## src/rtl/fetch_pkg.sv

```systemverilog
// Fetch stage shared types: FSM state, IF/ID bundle, skid entry.
// Also holds the default bubble instruction word.
package fetch_pkg;

  typedef enum logic [1:0] {
    FETCH = 2'd0,
    DRAIN = 2'd1,
    HELD  = 2'd2
  } fetch_state_e;

  localparam logic [31:0] NOP_DEFAULT = 32'hE1A0_0000;

  typedef struct packed {
    logic [31:0] instr;
    logic [31:0] pc8;
  } skid_t;

  typedef struct packed {
    logic [31:0] instr;
    logic [31:0] pc8;
    logic        valid;
  } if_id_t;

endpackage

```

## src/rtl/fetch_skid_buf.sv

```systemverilog
// One-entry skid buffer for a returned {instr, pc+8} pair.
// Ports: clk, rst_n, load, clear, din -> dout, full. Load beats clear.
module fetch_skid_buf
  import fetch_pkg::*;
(
  input  logic  clk,
  input  logic  rst_n,
  input  logic  load,
  input  logic  clear,
  input  skid_t din,
  output skid_t dout,
  output logic  full
);

  skid_t data_q, data_d;
  logic  full_q, full_d;

  always_comb begin
    data_d = data_q;
    full_d = full_q;
    if (load) begin
      data_d = din;
      full_d = 1'b1;
    end else if (clear) begin
      full_d = 1'b0;
    end
  end

  always_ff @(posedge clk or negedge rst_n) begin
    if (!rst_n) begin
      data_q <= '0;
      full_q <= 1'b0;
    end else begin
      data_q <= data_d;
      full_q <= full_d;
    end
  end

  assign dout = data_q;
  assign full = full_q;

endmodule

```

## src/rtl/instr_fetch.sv

```systemverilog
// Instruction fetch with memory handshake, skid buffer and IF/ID reg.
// Ports: hazard (StallF/FlushD), redirect (PCSrcW), imem_*, IF/ID out.
module instr_fetch
  import fetch_pkg::*;
#(
  parameter logic [31:0] RESET_PC  = 32'h0000_0000,
  parameter logic [31:0] NOP_INSTR = NOP_DEFAULT
) (
  input  logic        clk,
  input  logic        reset,
  input  logic        StallF,
  input  logic        FlushD,
  input  logic        PCSrcW,
  input  logic [31:0] BranchTargetW,
  output logic        imem_req,
  output logic [31:0] imem_addr,
  input  logic        imem_ready,
  input  logic [31:0] imem_rdata,
  output logic [31:0] InstrD,
  output logic [31:0] PCPlus8D,
  output logic        ValidD
);

  fetch_state_e st_q, st_d;
  logic [31:0]  pc_q, pc_d;
  logic [31:0]  req_q, req_d;
  if_id_t       ifid_q, ifid_d;

  logic         skid_ld, skid_clr, skid_full;
  skid_t        skid_din, skid_dout;

  logic [31:0]  tgt;
  if_id_t       bub;

  fetch_skid_buf u_skid (
    .clk   (clk),
    .rst_n (reset),
    .load  (skid_ld),
    .clear (skid_clr),
    .din   (skid_din),
    .dout  (skid_dout),
    .full  (skid_full)
  );

  always_comb begin
    st_d     = st_q;
    pc_d     = pc_q;
    req_d    = req_q;
    ifid_d   = ifid_q;
    skid_ld  = 1'b0;
    skid_clr = 1'b0;
    skid_din = '{instr: imem_rdata,
                 pc8:   req_q + 32'd8};
    tgt      = BranchTargetW & ~32'h3;
    bub       = ifid_q;
    bub.instr = NOP_INSTR;
    bub.valid = 1'b0;

    unique case (st_q)
      FETCH: begin
        if (PCSrcW) begin
          pc_d   = tgt;
          ifid_d = bub;
          if (imem_ready) req_d = tgt;
          else            st_d  = DRAIN;
        end else if (imem_ready) begin
          pc_d  = req_q + 32'd4;
          req_d = req_q + 32'd4;
          if (StallF) begin
            skid_ld = 1'b1;
            st_d    = HELD;
          end else begin
            ifid_d = '{instr: imem_rdata,
                       pc8:   req_q + 32'd8,
                       valid: 1'b1};
          end
        end else if (!StallF) begin
          ifid_d = bub;
        end
      end
      HELD: begin
        if (PCSrcW) begin
          pc_d     = tgt;
          req_d    = tgt;
          ifid_d   = bub;
          skid_clr = 1'b1;
          st_d     = FETCH;
        end else if (!StallF) begin
          ifid_d   = '{instr: skid_dout.instr,
                       pc8:   skid_dout.pc8,
                       valid: skid_full};
          req_d    = pc_q;
          skid_clr = 1'b1;
          st_d     = FETCH;
        end
      end
      DRAIN: begin
        // The response still owed belongs to the abandoned address.
        if (PCSrcW) begin
          pc_d   = tgt;
          ifid_d = bub;
        end else if (!StallF) begin
          ifid_d = bub;
        end
        if (imem_ready) begin
          req_d = pc_d;
          st_d  = FETCH;
        end
      end
      default: st_d = FETCH;
    endcase

    if (FlushD) ifid_d = bub;
  end

  always_ff @(posedge clk or negedge reset) begin
    if (!reset) begin
      st_q   <= FETCH;
      pc_q   <= RESET_PC;
      req_q  <= RESET_PC;
      ifid_q <= '{instr: NOP_INSTR,
                  pc8:   32'h0,
                  valid: 1'b0};
    end else begin
      st_q   <= st_d;
      pc_q   <= pc_d;
      req_q  <= req_d;
      ifid_q <= ifid_d;
    end
  end

  // Gated by reset so the request drops the moment reset asserts.
  assign imem_req  = reset && (st_q != HELD);
  assign imem_addr = req_q;
  assign InstrD    = ifid_q.instr;
  assign PCPlus8D  = ifid_q.pc8;
  assign ValidD    = ifid_q.valid;

endmodule

```

## config.mk

```make
export PLATFORM = sky130hd
export DESIGN_NAME = instr_fetch
export DESIGN_NICKNAME = d
export VERILOG_FILES = /design/src/rtl/fetch_pkg.sv /design/src/rtl/fetch_skid_buf.sv /design/src/rtl/instr_fetch.sv
export SDC_FILE = /design/constraint.sdc
export NUM_CORES = 1
export LEC_CHECK = 0
export ABC_AREA = 1
export ABC_CLOCK_PERIOD_IN_PS = 3190
export BUFFER_PORTS_ARGS = -buffer_cell sky130_fd_sc_hd__buf_2
export CORE_MARGIN = 3
export CORE_UTILIZATION = 25
export CTS_BUF_LIST = sky130_fd_sc_hd__clkbuf_8
export DETAILED_ROUTE_END_ITERATION = 10
export SLEW_MARGIN = 20
export SYNTH_ARGS = -nofsm -noshare
export SYNTH_HDL_FRONTEND = slang
export SYNTH_SLANG_ARGS = --single-unit
```

## constraint.sdc

```tcl
create_clock -name clk -period 3.19 [get_ports clk]
set_input_delay 0.4785 -clock clk [delete_from_list [all_inputs] [get_ports clk]]
set_output_delay 0.4785 -clock clk [all_outputs]
set_load 0.02 [all_outputs]
```

==> results.json <==
{
  "syn_inst": 1502,
  "cts_sinks": 196,
  "p_leak_nw": 6.341,
  "crit_chain": "inv_1 -> ha_1 -> inv_2 -> nor2_4 -> nand2_4 -> inv_2 -> nand3_1 -> nand2_1",
  "drtAntennaViolNets": 0,
  "finalPower_mw": 11.65,
  "dieArea_sq_mm": 0.04664,
  "placed_area_sq_mm": 0.01238,
  "critPathMostFrequentCell": "inv_2",
  "vdd_drop_max_v": 0.0003868,
  "grt_pass1_vias": 9714,
  "fp.coreArea_sq_mm": 0.04327,
  "powerDensity_mw_per_mm2": 910.1,
  "grt_overflow": 0,
  "antenna_found_initial": 1,
  "synth_top_area_cell": "dfrtp_1",
  "cts_resized": 0,
  "crit_buf_inv": 3,
  "wl_microns": 36590,
  "finalHoldViolations": 0,
  "synth-edff-count": 0,
  "die_w_microns": 216.0,
  "synthArstFlopShare_pct": 100.0,
  "synth_seq_area_share_pct": 44.57,
  "drv_slew": 0,
  "fin_skew_ps": 14.67,
  "drive_above_1_share_pct": 17.85,
  "cts-htree-levels": 4,
  "synth_nets": 1578,
  "final-setup-viol-count": 0,
  "post-route-period-util_pct": 79.95,
  "worst_pin_slew_ps": 1088,
  "slowest_delay_ps": 870,
  "layout_common_cells": "nand2_1, dfrtp_1, buf_2",
  "io_buffers": 165,
  "synthAdderAreaFrac_pct": 0.6812,
  "syn_area_sq_mm": 0.01102,
  "synthMuxAreaShare_pct": 0,
  "dp.cells": 2199,
  "cts_tree": "yes",
  "gp_congestion": 0.9037,
  "layout.cells.non_filler": 2234,
  "syn_avg_cell_area_sq_um": 7.337,
  "grt_pass1_wl_microns": 57160,
  "maxCapViolCount": 0,
  "post_cts_buffers": 0,
  "synth_top_family_by_area": "simple AND/OR/NAND/NOR gates",
  "synthTopCellsByArea": "dfrtp_1, nand2_1, o21ai_0",
  "first_pass_iters": 5,
  "worstPathArrival_ps": 3000,
  "netlist-cell-type-count": 44,
  "final_common_cell": "nand2_1",
  "clock_latency_ps": 510,
  "synth-seq-cells": 196,
  "root_buffer": "clkbuf_8",
  "cpLargestDelayFamily": "buffers and inverters",
  "wl_per_cell_microns": 16.38,
  "critical_path_class": "flop to flop",
  "hp-class": "input port to flop",
  "syn2layout_area_growth_pct": 16.10,
  "numCtsBuffers": 17,
  "relSlewSlack_pct": 27.39,
  "clk_pin_slew_worst_paths_ps": 110,
  "crit_path_start_kind": "flop",
  "track_usage_pct": 15.62,
  "critPathRequiredTime_ps": 3640,
  "vias": 10400,
  "ios": 168,
  "ys_warn_count": 0,
  "clockBufferDepth": 2,
  "path_max_fanout": 54,
  "rows": 76,
  "finalInstanceArea_sq_mm": 0.01279,
  "synth_xor_xnor_area_share_pct": 1.567,
  "ys.flop_type": "dfrtp_1",
  "rsz0062_at_grt": "false",
  "grt_max_degree": 110,
  "dp_hpwl_microns": 26100,
  "endpoint_kind": "flop",
  "fin_crit_ps": 2550,
  "yosys.area_share.simple_pct": 31.74,
  "status": "completed",
  "max_freq_mhz": 392.1,
  "finalNetCount": 1710,
  "postCtsHoldBufs": 1,
  "netlist.area_leader.share_pct": 43.14,
  "avgViaCountPerCell": 4.653,
  "cp_slowest_cell": "inv_2",
  "finalSetupTns_ps": 0,
  "remaining_drc_errors": 0,
  "start_util_pct": 25.47,
  "synth_compound_area_share_pct": 13.86,
  "first_iter_violations": 1162,
  "die_y_microns": 216.0
}
[Yosys cell counts (16+ instances only)]
library cell	n
a21oi_1	42
a22oi_1	27
nand3_1	67
dfrtp_1	190
inv_1	104
nor2_1	113
clkbuf_1	19
buf_2	33
a22o_1	19
o21ai_0	85
nor2_2	16
nand2_1	615
[path summary, 6_finish.rpt]
kind                                from              end  slack (ps)  depth (start not counted)
max                              st_q[1]  u_skid.dout[24]         640                          8
max in group asynchronous          reset    imem_addr[31]        1680                          3
min in group asynchronous          reset       InstrD[18]         510                          2
min                        imem_rdata[5]  u_skid.dout[37]         180                          3
min reg2reg                 PCPlus8D[14]     PCPlus8D[14]         480                          2
max reg2reg                      st_q[1]  u_skid.dout[24]         640                          8
[cell type report]
| type | instances | area (sq um) |
|---|---|---|
| timing repair buffer | 185 | 1012 |
| clock inverter | 14 | 155.1 |
| sequential | 196 | 4912 |
| inverter | 120 | 452.9 |
| fill | 4698 | 30470 |
| tap | 585 | 732.0 |
| antenna | 2 | 5.005 |
| clock buffer | 18 | 247.7 |
| multi-input combinational | 1114 | 5278 |
[per-stage QoR]
stage | setup slack (ps) | hold WS, ps | utilization, %
2_1_floorplan | 1408 | 182.9 | -
3_3_place_gp | 645.2 | 458.3 | 28.61
3_5_place_dp | 647.1 | 459.7 | 28.61
4_1_cts | 631.6 | 141.9 | 29.56
5_1_grt | 380.4 | 160.0 | 29.57
6_report | 639.7 | 179.8 | 29.57
[sequential cells by signal (all words and copies together) (netlist names)]
signal,count
PCPlus8D,32
InstrD,32
imem_addr,32
ValidD,1
u_skid.full,1
u_skid.dout,64
st_q,2
pc_q,32
[cell families (layout without fill, tap and decap cells)]
| logic type | count (synthesis) | count (layout) |
|---|---|---|
| other cells | 0 | 2 |
| xor+xnor | 18 | 18 |
| flops | 196 | 196 |
| fa+ha+maj | 6 | 6 |
| compound gates | 243 | 243 |
| simple gates | 847 | 847 |
| buf+inv | 192 | 337 |
[worst register-to-register path: cells and delay by family, from the launching register on]
kind	cells	cell delay (ps)
fa+ha+maj	1	280
buf+inv	3	1080
flops	1	430
simple gates	4	720
[per-layer routing]
metal / global-route usage [%] / routed length, microns / vias up
met5: 0 / 0 / -
met4: 4.049 / 620 / 0
met3: 3.309 / 2370 / 29
met2: 24.35 / 16550 / 375
met1: 22.06 / 17050 / 4925
li1: - / - / 5066
[power by group]
part | leakage, nW | total [mW] | internal, mW | switching (mW)
registers | 2.49 | 4.57 | 3.59 | 0.976
clock network | 0.198 | 1.69 | 0.728 | 0.959
logic | 3.65 | 5.39 | 1.70 | 3.69
total | 6.34 | 11.6 | 6.02 | 5.62
(Power assumes the default switching activity.)
